==> src/rtl/fifo_uart_pkg.sv <==
`default_nettype none
// ============================================================================
// Module   : fifo_uart_pkg
// Brief    : Shared types and helpers for the FIFO-fed UART transmitter.
// Revision : 1.0 - initial release
// ============================================================================
package fifo_uart_pkg;

    localparam int DATA_W = 8;

    typedef enum logic [2:0] {
        IDLE   = 3'd0,
        START  = 3'd1,
        DATA   = 3'd2,
        PARITY = 3'd3,
        STOP   = 3'd4
    } tx_state_t;

    // Even parity of a data byte (1 when the byte has an odd number of ones).
    function automatic logic byte_parity(input logic [DATA_W-1:0] b);
        return ^b;
    endfunction

endpackage
`default_nettype wire

==> src/rtl/fifo_uart_tx_if.sv <==
`default_nettype none
// ============================================================================
// Module   : fifo_uart_tx_if
// Brief    : FIFO read-side handshake between the byte FIFO and the UART TX.
// Revision : 1.0 - initial release
// ============================================================================
interface fifo_uart_tx_if;
    import fifo_uart_pkg::*;

    logic              fifo_empty;
    logic [DATA_W-1:0] fifo_data;
    logic              fifo_get;

    // master: the consumer that pops; slave: the FIFO that supplies data.
    modport master (input fifo_empty, input fifo_data, output fifo_get);
    modport slave  (output fifo_empty, output fifo_data, input fifo_get);

endinterface
`default_nettype wire

==> src/rtl/uart_bit_timer.sv <==
`default_nettype none
// ============================================================================
// Module   : uart_bit_timer
// Brief    : Per-bit down-counter; reloads CLKS_PER_BIT-1, ticks at zero.
// Revision : 1.0 - initial release
// ============================================================================
module uart_bit_timer #(
    parameter int CLKS_PER_BIT = 16
) (
    input  wire  clk,
    input  wire  rst_n,
    input  wire  i_load,
    output logic o_tick
);

    localparam int              CNT_W    = $clog2(CLKS_PER_BIT);
    localparam logic [CNT_W-1:0] C_RELOAD = CNT_W'(CLKS_PER_BIT - 1);

    logic [CNT_W-1:0] r_count;

    always_ff @(posedge clk or negedge rst_n) begin
        if (!rst_n) begin
            r_count <= '0;
        end else if (i_load) begin
            r_count <= C_RELOAD;
        end else if (r_count != '0) begin
            r_count <= r_count - 1'b1;
        end
    end

    assign o_tick = (r_count == '0);

endmodule
`default_nettype wire

==> src/rtl/fifo_uart_tx.sv <==
`default_nettype none
// ============================================================================
// Module   : fifo_uart_tx
// Brief    : Pops bytes from a FIFO and serialises them as 8N1 / 8x1 frames.
// Revision : 1.0 - initial release
// ============================================================================
module fifo_uart_tx
    import fifo_uart_pkg::*;
#(
    parameter int CLKS_PER_BIT = 16,
    parameter bit PARITY_EN    = 1'b0,
    parameter bit PARITY_ODD   = 1'b0
) (
    input  wire                   clk,
    input  wire                   rst_n,
    input  wire                   i_enable,
    fifo_uart_tx_if.master        fifo_if,
    output logic                  o_tx,
    output logic                  o_busy,
    output logic                  o_byte_done
);

    tx_state_t         r_state;
    tx_state_t         w_state_next;
    logic [DATA_W-1:0] r_shreg;
    logic [2:0]        r_bit_idx;
    logic              r_parity;
    logic              r_tx;
    logic              w_tick;
    logic              w_load;
    logic              w_get;
    logic              w_shift;
    logic              w_tx_next;

    uart_bit_timer #(
        .CLKS_PER_BIT (CLKS_PER_BIT)
    ) u_bit_timer (
        .clk    (clk),
        .rst_n  (rst_n),
        .i_load (w_load),
        .o_tick (w_tick)
    );

    always_ff @(posedge clk or negedge rst_n) begin
        if (!rst_n) begin
            r_state <= IDLE;
        end else begin
            r_state <= w_state_next;
        end
    end

    // tx is registered, so the line level for the next cycle is decided here.
    always_comb begin
        w_state_next = r_state;
        w_load       = 1'b0;
        w_get        = 1'b0;
        w_shift      = 1'b0;
        w_tx_next    = r_tx;
        case (r_state)
            IDLE: begin
                if (rst_n && i_enable && !fifo_if.fifo_empty) begin
                    w_get        = 1'b1;
                    w_load       = 1'b1;
                    w_tx_next    = 1'b0;
                    w_state_next = START;
                end
            end
            START: begin
                if (w_tick) begin
                    w_load       = 1'b1;
                    w_tx_next    = r_shreg[0];
                    w_state_next = DATA;
                end
            end
            DATA: begin
                if (w_tick) begin
                    w_load  = 1'b1;
                    w_shift = 1'b1;
                    if (r_bit_idx == 3'd7) begin
                        w_tx_next    = PARITY_EN ? r_parity : 1'b1;
                        w_state_next = PARITY_EN ? PARITY : STOP;
                    end else begin
                        w_tx_next = r_shreg[1];
                    end
                end
            end
            PARITY: begin
                if (w_tick) begin
                    w_load       = 1'b1;
                    w_tx_next    = 1'b1;
                    w_state_next = STOP;
                end
            end
            STOP: begin
                if (w_tick) begin
                    w_tx_next    = 1'b1;
                    w_state_next = IDLE;
                end
            end
            default: begin
                w_tx_next    = 1'b1;
                w_state_next = IDLE;
            end
        endcase
    end

    // Parity is taken from the byte as popped, before any shifting.
    always_ff @(posedge clk or negedge rst_n) begin
        if (!rst_n) begin
            r_shreg   <= '0;
            r_bit_idx <= '0;
            r_parity  <= 1'b0;
            r_tx      <= 1'b1;
        end else begin
            r_tx <= w_tx_next;
            if (w_get) begin
                r_shreg   <= fifo_if.fifo_data;
                r_bit_idx <= '0;
                r_parity  <= byte_parity(fifo_if.fifo_data) ^ PARITY_ODD;
            end else if (w_shift) begin
                r_shreg   <= r_shreg >> 1;
                r_bit_idx <= r_bit_idx + 1'b1;
            end
        end
    end

    assign fifo_if.fifo_get = w_get;
    assign o_tx             = r_tx;
    assign o_busy           = (r_state != IDLE);
    assign o_byte_done      = (r_state == STOP) && w_tick;

endmodule
`default_nettype wire

==> src/flat_wrapper.sv <==
// flat-port wrapper written by rule: the top's interface ports become plain ports
module fifo_uart_tx_flat import fifo_uart_pkg::*;
#(
    parameter int CLKS_PER_BIT = 16,
    parameter bit PARITY_EN    = 1'b0,
    parameter bit PARITY_ODD   = 1'b0
)
  (clk, rst_n, i_enable, o_tx, o_busy, o_byte_done, fifo_if_fifo_empty, fifo_if_fifo_data, fifo_if_fifo_get);
  fifo_uart_tx_if fifo_if_i ();
  input  wire clk;
  input  wire rst_n;
  input  wire i_enable;
  output logic o_tx;
  output logic o_busy;
  output logic o_byte_done;
  input wire logic [$bits(fifo_if_i.fifo_empty)-1:0] fifo_if_fifo_empty;
  input wire logic [$bits(fifo_if_i.fifo_data)-1:0] fifo_if_fifo_data;
  output wire logic [$bits(fifo_if_i.fifo_get)-1:0] fifo_if_fifo_get;
  assign fifo_if_i.fifo_empty = fifo_if_fifo_empty;
  assign fifo_if_i.fifo_data = fifo_if_fifo_data;
  assign fifo_if_fifo_get = fifo_if_i.fifo_get;
  fifo_uart_tx #(.CLKS_PER_BIT(CLKS_PER_BIT), .PARITY_EN(PARITY_EN), .PARITY_ODD(PARITY_ODD)) u_core (.clk(clk), .rst_n(rst_n), .i_enable(i_enable), .fifo_if(fifo_if_i), .o_tx(o_tx), .o_busy(o_busy), .o_byte_done(o_byte_done));
endmodule
==> config.mk <==
export PLATFORM = sky130hd
export DESIGN_NAME = fifo_uart_tx_flat
export DESIGN_NICKNAME = d
export VERILOG_FILES = /design/src/rtl/fifo_uart_pkg.sv /design/src/rtl/fifo_uart_tx_if.sv /design/src/rtl/uart_bit_timer.sv /design/src/rtl/fifo_uart_tx.sv /design/src/flat_wrapper.sv
export SDC_FILE = /design/constraint.sdc
export NUM_CORES = 1
export LEC_CHECK = 0
export ABC_CLOCK_PERIOD_IN_PS = 3100
export CAP_MARGIN = 5
export CELL_PAD_IN_SITES_DETAIL_PLACEMENT = 0
export CELL_PAD_IN_SITES_GLOBAL_PLACEMENT = 1
export CORE_ASPECT_RATIO = 0.8
export CORE_MARGIN = 10
export CORE_UTILIZATION = 43
export CTS_CLUSTER_SIZE = 10
export DETAILED_ROUTE_END_ITERATION = 12
export PLACE_DENSITY = 0.8
export SYNTH_ARGS = -nofsm -noshare
export SYNTH_HDL_FRONTEND = slang
export SYNTH_SLANG_ARGS = --single-unit
==> constraint.sdc <==
create_clock -name clk -period 3.1 [get_ports clk]
set_input_delay 0.93 -clock clk [delete_from_list [all_inputs] [get_ports clk]]
set_output_delay 0.93 -clock clk [all_outputs]
set_load 0.005 [all_outputs]
==> results.ini, run 1 <==
[worst_setup_path]
reg2reg_from=u_core.u_bit_timer.r_count[0]
cp_max_fo=2
worstRegToRegCells=7
cp-end-kind=output pin
rrSetupSlack_ns=0.90
criticalPathCategory=input pin to output pin
slowest_stage=clkdlybuf4s50_1
r2r-end=u_core.r_bit_idx[0]
path_cells=clkdlybuf4s50_1 > and3b_2 > nand2b_4 > inv_4 > dlygate4sd2_1
critPathRequiredTime_ns=2.17
cp_data_arrival_time_ns=1.98
startpoint_type=input pin
max_stage_delay_ns=0.48
worst-path-buf-inv=3
critPathTopFamily=buffers and inverters

[layout]
drive_above_1_share_pct=17.0
stdcell_count=137
n_antenna_cell=0
final_common_cell=dfrtp_1
nets=128
final_cell_mix=dfrtp_1 (18), clkdlybuf4s50_1 (14), a22o_1 (10)
fin_util_pct=55.6
syn_to_final_growth_pct=21.9

[clocking]
tritoncts=built
cts_setup_buffers=0
clock-sinks=19
cts.path.max_buffers=2
root_buffer=clkbuf_4
htree_num_levels=1
path_clk_slew_ns=0.10
clock_latency_ns=0.30
cts_buffers=3
ctsHoldBuffers=0

[global_routing]
overflow=0
grt_pass1_wl_mm=3.57
grt_antenna_before_repair=0
grt_start_max_net_pins=20
grtUsageTotal_pct=9.66
grt_pass1_vias=722

[routing]
totalWireLength_mm=2.09
vias=767
routedWlPerCell_um=15.3
via_per_inst=5.60
drc=0
dr.pass1.iters=4
ant_nets=0
drt_iter0_drc=50

[timing]
timing.hold.ws_ns=0.490
rsz0062_at_grt=false
finalSetupTns_ns=0
drv_slew=0
fmax_ghz=0.343
final.min_clock_period_ns=2.91
skew_ns=0.0133
setup_violations=0
max_slew.worst_pin.slew_ns=0.452
final_hold_viol_count=0
slew_headroom_pct=69.8
fin_crit_sh_pct=94.0

[placement]
io_buffers=15
place.gp.congestion=0.779
dp.cells=133
dpl.hpwl_mm=1.55

[min_path]
hold_end=u_core.r_shreg[5]
min_path_cells=1
hold_path_class=flip-flop to flip-flop
min_from=u_core.r_shreg[5]

[synth]
synthCells=91
synth_edf_count=0
ys_ff_latch=19
synth.net_count=106
ys_types=31
syn_avg_cell_area_um2=10.9
ys.flop_type=dfrtp_1
async_flop_share_pct=100
yosysTopAreaCellShare_pct=45.3
syn_area_um2=993
ys_warn_count=0
synth.area.top_cells=dfrtp_1 (45%), a22o_1 (8.8%), a21o_1 (5.3%)
ys_seq_area_share_pct=48.0
yosys.area.top_type=dfrtp_1

[power_and_ir_drop]
finalPower_mw=0.402
peakVddDrop_uv=287
p_leak_nw=0.621
power_density_nw_per_um2=332

[floorplan]
start_util_pct=45.6
placementRows=15
core-area_um2=2180
dieArea_um2=4640
die_w_um=73.7
io_pins=16
die_h_um=63.0

[flow_run]
maxCapViolations=0

[status]
outcome=complete, no violations

[repair_timing]
action                                  4_1_cts  5_1_grt
endpoints found under the setup margin        1        1
gates resized for setup                       2        1
pin swaps                                     1        0
endpoints found under the hold margin         0        0
[power breakdown]
part / internal (mW) / switching [mW]
Clock: 0.0481 / 0.0780
Combinational: 0.0161 / 0.00844
Sequential: 0.250 / 0.00145
[registers in the layout, indices dropped and copies added, names as in the netlist]
register / count
u_core.o_tx: 1
u_core.u_bit_timer.r_count: 4
u_core.r_bit_idx: 3
u_core.r_shreg: 8
u_core.r_state: 3
[metal layers]
layer  share of wire, %  vias to the layer above  routed length (um)  track usage, %
met2                 46                       19                 966            13.4
met3                6.8                        2                 143            3.97
met1                 46                      370                 971            13.4
met4               0.43                        0                   9            2.09
met5                  0                        -                   0               0
li1                   -                      376                   -               -
[cell families after synthesis]
group,count (synthesis),share of synthesized area [%]
compound gates,30,21.7
xor+xnor,1,0.882
fa+ha+maj,3,3.78
buf+inv,9,6.67
flops,19,48.0
mux,2,2.14
simple gates,27,16.9
[synthesized netlist by cell type (all sizes together), types with 2 or more instances]
library cell  instances
inv                   4
or3                   2
nand3                 2
nand2b                2
buf                   4
nor3                  4
ha                    3
nor2                  7
dfrtp                18
o21ai                 5
nor3b                 3
a21o                  7
a21oi                 5
a22o                 10
nand2                 3
[through the flow]
step / instance area [um2] / worst slack [ns]
2_1_floorplan: 993 / 0.779
3_3_place_gp: 1180 / -0.0950
3_5_place_dp: 1180 / -0.106
4_1_cts: 1210 / 0.144
5_1_grt: 1210 / 0.0394
6_report: 1210 / 0.186
[layout make-up]
| class | count | area (um2) |
|---|---|---|
| inverter | 4 | 17.5 |
| fill | 209 | 966 |
| sequential | 19 | 477 |
| tap | 25 | 31.3 |
| timing repair buffer | 22 | 201 |
| clock buffer | 3 | 22.5 |
| multi-input combinational | 63 | 457 |
| clock inverter | 1 | 5.00 |
[worst max path at each step]
stage                                        startpoint  depth (start not counted)               end  slack, ns
after floorplan                      fifo_if_fifo_empty                          3  fifo_if_fifo_get       0.78
after global placement                            rst_n                          5  fifo_if_fifo_get       -0.1
after detailed placement                          rst_n                          5  fifo_if_fifo_get      -0.11
after CTS                 u_core.u_bit_timer.r_count[0]                          5       o_byte_done       0.14
after global routing      u_core.u_bit_timer.r_count[0]                          5       o_byte_done       0.04
final                                             rst_n                          5  fifo_if_fifo_get       0.19
[worst reg2reg max path: stages (launching register included)]
cell	delay (ns)
dfrtp_1	0.42
inv_1	0.09
ha_1	0.25
or3b_1	0.51
nor3_4	0.20
buf_4	0.21
nor2_2	0.12
mux2_2	0.28
No activity file was read; power rests on OpenSTA's default activity.
==> inputs of run 2 (changes only) <==
Settings changed: PLACE_DENSITY 0.8 to 0.78, SLEW_MARGIN from default to 0.
==> run 2 against run 1 <==
  * Via count down 1.0%
  * Sequential cell count stayed put
  * Combinational power about the same
  * Critical path depth did not move
  * Global-route usage decreased by 0.66 points
  * Non-clock buffer count is 1 higher
  * Clock skew shrank 0.0043 ns
  * Final area rose by 0.10%
  * Die area did not move
==> results.ini, run 2 (synthesis results as in run 1) <==
[floorplan]
die_w_um=73.7  ; unchanged
die_h_um=63.0  ; unchanged
core-area_um2=2180  ; unchanged
start_util_pct=45.6  ; unchanged
io_pins=16  ; unchanged
dieArea_um2=4640  ; unchanged
placementRows=15  ; unchanged

[power_and_ir_drop]
power_density_nw_per_um2=328  ; -1.4%
p_leak_nw=0.623  ; +0.45%
peakVddDrop_uv=244  ; -15%

[layout]
final_cell_mix=dfrtp_1 (18), clkdlybuf4s50_1 (14), a22o_1 (10)
nets=129  ; +0.78%
fin_area_um2=1210  ; +0.10%
drive_above_1_share_pct=15.9  ; -1.0 points
syn_to_final_growth_pct=22.0
n_antenna_cell=0  ; unchanged
regMostFlops=u_core.r_shreg
final_common_cell=dfrtp_1
nFillCells=209  ; unchanged
largest_registers=u_core.r_shreg: 8 flops, u_core.u_bit_timer.r_count: 4 flops
largest_reg_flops=8  ; unchanged
stdcell_count=138  ; +0.73%

[routing]
routedWlPerCell_um=14.3  ; -6.1%
dr.pass1.iters=4  ; unchanged
via_per_inst=5.50  ; -1.8%
ant_nets=0  ; unchanged
drt_iter0_drc=32  ; -36%
drc=0  ; unchanged
vias=759  ; -1.0%
totalWireLength_mm=1.98  ; -5.4%

[timing]
fmax_ghz=0.341  ; -0.70%
timing.hold.ws_ns=0.489  ; -0.000888 ns
slew_headroom_pct=70.4  ; +0.59 points
setup_violations=0  ; unchanged
max_slew.worst_pin.slew_ns=0.443  ; -0.00884 ns
rsz0062_at_grt=false
drv_slew=0  ; unchanged
skew_ns=0.00901  ; -0.00433 ns
final_hold_viol_count=0  ; unchanged
fin_crit_sh_pct=94.7  ; +0.66 points
final.min_clock_period_ns=2.93  ; +0.0205 ns

[clocking]
root_buffer=clkbuf_4
clock_latency_ns=0.29  ; about the same
tritoncts=built
cts_setup_buffers=0  ; unchanged
htree_num_levels=1  ; unchanged
cts_buffers=3  ; unchanged
path_clk_slew_ns=0.11  ; about the same
clock-sinks=19  ; unchanged
cts_resized=2  ; unchanged
ctsHoldBuffers=0  ; unchanged
cts.path.max_buffers=2  ; unchanged

[global_routing]
grt_antenna_before_repair=0  ; unchanged
grt_pass1_vias=737  ; +2.1%
grt_pass1_wl_mm=3.44  ; -3.7%
grt_start_max_net_pins=20  ; unchanged
grtUsageTotal_pct=9.00  ; -0.66 points
overflow=0  ; unchanged

[worst_setup_path]
startpoint_type=flip-flop
criticalPathCategory=flip-flop to output pin
max_stage_delay_ns=0.50  ; +0.02 ns
reg2reg_from=u_core.u_bit_timer.r_count[0]
crit_start=u_core.u_bit_timer.r_count[0]
cp-end-kind=output pin
rrSetupSlack_ns=0.96  ; +0.06 ns
r2r-end=u_core.r_bit_idx[0]
critPathCapture=o_byte_done
worstRegToRegCells=7  ; unchanged
cp_max_fo=6  ; +4
critPathRequiredTime_ns=2.17  ; about the same
cp_data_arrival_time_ns=2.00  ; +0.02 ns
path_cells=inv_1 > ha_1 > nor3b_1 > and3_1 > clkdlybuf4s50_1
slowest_stage=clkdlybuf4s50_1

[placement]
dp.cells=134  ; +0.75%
dpl.hpwl_mm=1.49  ; -3.6%
place.gp.congestion=0.690  ; -11%
placed_area_um2=1190  ; +0.64%
io_buffers=15  ; unchanged

[min_path]
hold_path_class=flip-flop to flip-flop

[status]
outcome=complete, no violations

[flow_run]
maxCapViolations=0  ; unchanged

## run 2: cell types whose count changed in the layout (fill, tap and decap cells not counted)
| cell | change |
|---|---|
| buf_4 | +1 |
| clkbuf_1 | +1 |
| clkinv_2 | -1 |
| nor3b_1 | +1 |
| nor3b_2 | -1 |
## run 2: area by class of cell
cell class | instances | area (um2) | share of cell area (%)
tap | 25 | 31.3 | 2.58
inverter | 4 | 17.5 | 1.44
clock buffer | 4 | 26.3 | 2.17
sequential | 19 | 477 | 39.3
timing repair buffer | 23 | 209 | 17.2
multi-input combinational | 63 | 452 | 37.3
## run 2: worst min-delay path by stage
| stage | start | endpoint | slack (ns) | cells past startpoint |
|---|---|---|---|---|
| 3_5_place_dp | u_core.r_shreg[3] | u_core.r_shreg[3] | 0.47 | 1 |
| 5_1_grt | u_core.r_shreg[2] | u_core.r_shreg[2] | 0.52 | 1 |
| 2_1_floorplan | u_core.r_shreg[0] | u_core.r_shreg[0] | 0.45 | 1 |
| 4_1_cts | u_core.r_shreg[3] | u_core.r_shreg[3] | 0.50 | 1 |
| 6_report | u_core.r_shreg[6] | u_core.r_shreg[6] | 0.49 | 1 |
| 3_3_place_gp | u_core.r_shreg[5] | u_core.r_shreg[5] | 0.46 | 1 |
## run 2: where the power goes
group	internal [mW]	switching [mW]	total, mW
registers	0.250	0.00138	0.252
clock network	0.0500	0.0711	0.121
logic	0.0161	0.00846	0.0246
## run 2: worst max-delay path: cells and delay by family (launching register included)
kind	cells	cell delay, ns
fa+ha+maj	1	0.24
simple gates	2	0.46
flops	1	0.41
buf+inv	2	0.59
## run 2: metal layers
layer  global-route usage [%]  routed length [um]  up-vias
li1                         -                   -      377
met1                     11.7                 912      365
met2                     13.5                 926       15
met3                     3.97                 129        2
met4                     1.40                  10        0
met5                        0                   0        -
## run 2: through the flow
step / setup TNS [ns] / power (mW) / setup WS (ns) / util [%]
global route: 0 / 0.421 / 0.0263 / 55.7
global placement: -0.101 / 0.281 / -0.101 / 54.5
detailed placement: -0.0993 / 0.282 / -0.0993 / 54.5
CTS: 0 / 0.408 / 0.149 / 55.7
finish: 0 / 0.397 / 0.165 / 55.7
floorplan: 0 / 0.260 / 0.779 / -
==> inputs of run 3 (changes only) <==
Settings changed: SLEW_MARGIN 0 to default.
==> results of run 3 <==
Same layout as run 2: the final DEF is identical, and so are final timing and power.
==> variant 1 (flow settings as in run 3) <==
`PARITY_EN` is set to 1'b0 in 2 places; all go to 1'b1.
--- a/src/rtl/fifo_uart_tx.sv
+++ b/src/rtl/fifo_uart_tx.sv
@@ -8,7 +8,7 @@
     import fifo_uart_pkg::*;
 #(
     parameter int CLKS_PER_BIT = 16,
-    parameter bit PARITY_EN    = 1'b0,
+    parameter bit PARITY_EN    = 1'b1,
     parameter bit PARITY_ODD   = 1'b0
 ) (
     input  wire                   clk,
--- a/src/flat_wrapper.sv
+++ b/src/flat_wrapper.sv
@@ -2,7 +2,7 @@
 module fifo_uart_tx_flat import fifo_uart_pkg::*;
 #(
     parameter int CLKS_PER_BIT = 16,
-    parameter bit PARITY_EN    = 1'b0,
+    parameter bit PARITY_EN    = 1'b1,
     parameter bit PARITY_ODD   = 1'b0
 )
   (clk, rst_n, i_enable, o_tx, o_busy, o_byte_done, fifo_if_fifo_empty, fifo_if_fifo_data, fifo_if_fifo_get);
Function: no difference found for any inputs over 10 cycles, from zero or initial values and one cycle with rst_n low; that may be too few to reach the edited logic, so the function may still have changed.
==> variant 1 against run 3 <==
Combinational power increased by 74%. Count of clock-buffer cells in the layout is the same. Sequential power increased by 6%. Power is 17% higher. Worst setup slack lost 0.067 ns. First-iteration DRC count rose by 120%. Critical path depth is the same. Clock skew up 0.0015 ns. Final area rose by 11%. Synthesized area grew 14%. Wire length rose by 13%. Core utilization shrank 1.5 points. Sequential cell count up 1. Highest routed layer unchanged.
==> variant 1: results (changes against run 3) <==
metric	value	unit	change
sequential share of the synthesized area	44.3	%	was 48.0%
metal2 WL	1010	um	was 926 um
fill count	249		was 209
Synth Area in Adders	3.31	%	was 3.78%
worst r2r path cells	6		was 7
post-synthesis mux area share	4.08	%	was 2.14%
Synth Area in Compound Gates	19.8	%	was 21.7%
met1 wire length	1090	um	was 912 um
hpwl dp	1730	um	was 1490 um
Logic inverters	7		was 4
drt wl/cell	14.0	um	was 14.3 um
clock network power	0.155	mW	was 0.121 mW
die footprint	0.00510	mm^2	was 0.00464 mm^2
DR vias	848		was 759
largest net degree at the start of global routing	21		was 20
Fmax	333	MHz	was 341 MHz
Worst Path Arrival	2.07	ns	was 2.00 ns
WL met3	126	um	was 129 um
worst slew pin tran	0.340	ns	was 0.443 ns
leakage power	0.607	nW	was 0.623 nW
status	completed		unchanged
met1 Use GR	11.7	%	about the same
Data buffer area share	13.2	%	was 17.2%
hold path start	u_core.r_shreg[0]		was u_core.r_shreg[6]
M2 GR Usage	14.2	%	was 13.5%
worst hold margin	0.488	ns	was 0.489 ns
Clk Latency, worst-skew pair	0.31	ns	was 0.29 ns
Worst Path Max Fanout	3		was 6
Num Clock Sinks	20		was 19
Max VDD drop	0.200	mV	was 0.244 mV
top cells by area, synth	dfrtp_1 42%, xnor2_1 6.2%, a22o_1 4.6%, nand2_1 4.0%, a21o_1 3.3%		was dfrtp_1 45%, a22o_1 8.8%, a21o_1 5.3%, buf_6 4.5%, ha_1 3.8%
Clock buf/inv share	2.70	%	was 2.17%
synth cell count leaders	19 x dfrtp_1, 12 x nand2_1, 8 x xnor2_1		was 18 x dfrtp_1, 10 x a22o_1, 7 x a21o_1
Non-CTS buffers	19		was 23
Final GP Congestion	0.737		was 0.690
GR Util met3	3.80	%	was 3.97%
drt initial violations	70		was 32
postcts setup bufs	0		unchanged
Mapped Avg Cell Area	10.8	um^2	was 10.9 um^2
Placed Cells	156		was 134
Worst Skew	0.0105	ns	was 0.00901 ns
setup slack, reg-to-reg	1.20	ns	was 0.96 ns
Post-Synth XOR/XNOR Area	6.18	%	was 0.882%
worst slack, placed	-0.301	ns	was -0.0993 ns
multi-input combinational area share	41.0	%	was 37.3%
sequential cell area	502	um^2	was 477 um^2
Synth cell types	37		was 31
clock share of power	33.4	%	was 30.5%
layout cells sized above 1	17.7	%	was 15.9%
Layout Nets	140		was 129
WHS Endpoint	u_core.r_shreg[0]		was u_core.r_shreg[6]
number of multi-input combinational cells	74		was 63
Syn Nets	120		was 106
routed wire length	2230	um	was 1980 um
P_comb	0.0429	mW	was 0.0246 mW
design area	0.00135	mm^2	was 0.00121 mm^2
post-CTS sizing	5		was 2
first-pass GRT wire length	3820	um	was 3440 um
variant 1: cell types whose count changed in the layout (fill, tap and decap cells not counted), moves of 2 or more:
cell | before | now
nand2_1 | 3 | 12
nor2_1 | 6 | 4
o31ai_1 | 0 | 2
nor3b_1 | 3 | 0
nor3_1 | 3 | 1
xnor2_1 | 1 | 8
inv_1 | 3 | 5
a22o_1 | 10 | 6
or3_1 | 2 | 0
buf_4 | 8 | 4
a21o_1 | 7 | 5
variant 1: how the worst max path moves through the flow:
stage,from,end
CTS,fifo_if_fifo_empty,fifo_if_fifo_get
detailed placement,rst_n,fifo_if_fifo_get
finish,fifo_if_fifo_empty,fifo_if_fifo_get
floorplan,fifo_if_fifo_empty,fifo_if_fifo_get
global placement,rst_n,fifo_if_fifo_get
global route,u_core.u_bit_timer.r_count[0],o_byte_done
variant 1: critical path, stage by stage:
cell	delay [ns]
clkdlybuf4s50_1	0.40
nand3b_1	0.18
or2_4	0.28
inv_8	0.06
dlygate4sd2_1	0.23
==> variant 2 (config.mk and constraints of run 3) <==
Made on the original files. The 5 states of `tx_state_t` get a one-hot encoding in 5 bits.
--- a/src/rtl/fifo_uart_pkg.sv
+++ b/src/rtl/fifo_uart_pkg.sv
@@ -8,12 +8,12 @@
 
     localparam int DATA_W = 8;
 
-    typedef enum logic [2:0] {
-        IDLE   = 3'd0,
-        START  = 3'd1,
-        DATA   = 3'd2,
-        PARITY = 3'd3,
-        STOP   = 3'd4
+    typedef enum logic [4:0] {
+        IDLE   = 5'b00001,
+        START  = 5'b00010,
+        DATA   = 5'b00100,
+        PARITY = 5'b01000,
+        STOP   = 5'b10000
     } tx_state_t;
 
     // Even parity of a data byte (1 when the byte has an odd number of ones).
Behaviour: same outputs for any inputs over 10 cycles, from zero or initial values and one cycle with rst_n low; not proved beyond that.
==> variant 2 against run 3 <==
Cell count increased by 16%. Count of clock-buffer cells in the layout unchanged. Fmax increased by 1.1%. Final area increased by 12%. Synthesized area increased by 8.7%. Wire length increased by 23%. Sequential cell count increased by 1. Worst setup slack improved by 0.033 ns. Critical path type unchanged. Critical endpoint is now o_busy. Highest routed layer unchanged.
Power is not compared: it rests on default switching activity, and its combinational part moved more than twofold at a synthesized area within 25%.
==> variant 2: results (changes against run 3) <==
metric	value	unit	change
status	completed		unchanged
postcts setup bufs	2		was 0
post-synthesis mux area share	2.09	%	was 2.14%
Clock Tree Root	clkbuf_4		unchanged
hold-critical path depth	1		unchanged
I/O Buffers	15		unchanged
drt wl/cell	15.2	um	was 14.3 um
Worst setup startpoint	u_core.r_state[0]		was u_core.u_bit_timer.r_count[0]
Post-Synth XOR/XNOR Area	0.811	%	was 0.882%
Syn Nets	118		was 106
setup slack, reg-to-reg	0.96	ns	about the same
worst r2r path cells	8		was 7
first-pass GRT wire length	4170	um	was 3440 um
fill count	227		was 209
top cells by area, synth	dfrtp_1 42%, a22o_1 8.1%, a21o_1 4.9%, dfstp_2 4.9%, ha_1 3.5%		was dfrtp_1 45%, a22o_1 8.8%, a21o_1 5.3%, buf_6 4.5%, ha_1 3.8%
Placed Cells	154		was 134
Final GP Congestion	0.845		was 0.690
Worst R2R End	u_core.r_bit_idx[0]		unchanged
post-CTS sizing	4		was 2
ANT cells	0		unchanged
worst slack, placed	-0.105	ns	was -0.0993 ns
GRT overflow	0		unchanged
Layout Nets	140		was 129
antenna violations before repair	0		unchanged
WL met3	109	um	was 129 um
Worst Skew	0.00445	ns	was 0.00901 ns
Max Slew Vio Count	0		unchanged
Synth Area in Compound Gates	21.3	%	was 21.7%
DR top layer	met4		unchanged
Num CTS Buffers	3		unchanged
Cells after Synth	103		was 91
vias in the first global route	895		was 737
hold crit path type	flop to flop		unchanged
DP Area	0.00128	mm^2	was 0.00119 mm^2
r2r startpoint	u_core.u_bit_timer.r_count[1]		was u_core.u_bit_timer.r_count[0]
Synth Area in Adders	3.48	%	was 3.78%
critical path's largest stage delay	0.69	ns	was 0.50 ns
DR vias	876		was 759
capture point of the worst path	o_busy		was o_byte_done
routed wire length	2440	um	was 1980 um
top-area cell type share of the netlist area	41.7	%	was 45.3%
largest net degree at the start of global routing	21		was 20
final setup margin	0.198	ns	was 0.165 ns
biggest regs	u_core.r_shreg: 8 flops, u_core.r_state: 4 flops, u_core.u_bit_timer.r_count: 4 flops		was u_core.r_shreg: 8 flops, u_core.u_bit_timer.r_count: 4 flops
sequential share of the synthesized area	46.6	%	was 48.0%
Worst Path Max Fanout	12		was 6
drt initial violations	61		was 32
Synth cell types	34		was 31
slowest library cell on the worst path	dfstp_2		was clkdlybuf4s50_1
CTS max path bufs	2		unchanged
slew margin rel.	48.8	%	was 70.4%
GRT Util Overall	10.1	%	was 9.00%
met1 wire length	1040	um	was 912 um
synth cell count leaders	18 x dfrtp_1, 10 x a22o_1, 7 x a21o_1, 7 x nor2_1, 6 x nor3_1		was 18 x dfrtp_1, 10 x a22o_1, 7 x a21o_1
metal2 WL	1280	um	was 926 um
Worst Path Arrival	1.97	ns	was 2.00 ns
hpwl dp	1800	um	was 1490 um
Yosys Warn Count	0		unchanged
layout cells sized above 1	22.6	%	was 15.9%
## variant 2: changes by cell type after synthesis, sizes merged, moves of 2 or more
| cell | run 3 | this run |
|---|---|---|
| nand2b | 2 | 4 |
| o211ai | 0 | 2 |
| clkbuf | 1 | 3 |
| or4b | 0 | 2 |
| a21oi | 5 | 3 |
| nor3 | 4 | 6 |
## variant 2: final cells by class
cell class / count / area [um^2] / share of cell area, %
Timing Repair Buffer: 25 / 226 / 16.7
Clock buffer: 4 / 36.3 / 2.67
Sequential cell: 20 / 503 / 37.1
Tap cell: 36 / 45.0 / 3.32
Multi-Input combinational cell: 71 / 532 / 39.2
Inverter: 4 / 15.0 / 1.11
## variant 2: worst min-delay path by stage
stage | from | to | slack (ns)
3_3_place_gp | u_core.r_shreg[2] | u_core.r_shreg[2] | 0.46
3_5_place_dp | u_core.r_shreg[3] | u_core.r_shreg[3] | 0.47
5_1_grt | u_core.r_shreg[3] | u_core.r_shreg[3] | 0.51
4_1_cts | u_core.r_shreg[3] | u_core.r_shreg[3] | 0.50
2_1_floorplan | u_core.r_shreg[2] | u_core.r_shreg[2] | 0.45
6_report | u_core.r_shreg[3] | u_core.r_shreg[3] | 0.49
## variant 2: layer usage
layer  up-vias  global-route usage (%)
met4         0                    3.30
li1        424                       -
met2        13                    17.8
met1       437                    11.5
met5         -                       0
met3         2                    3.31
## variant 2: critical path: cells and delay by family, from the launching register on
family / cells / cell delay (ns)
simple gates: 1 / 0.51
flops: 1 / 0.69
buf+inv: 1 / 0.47
## variant 2: where the power goes
group,internal (mW),switching (mW)
combinational,0.117,0.0923
clock,0.0717,0.0805
sequential,0.316,0.0430
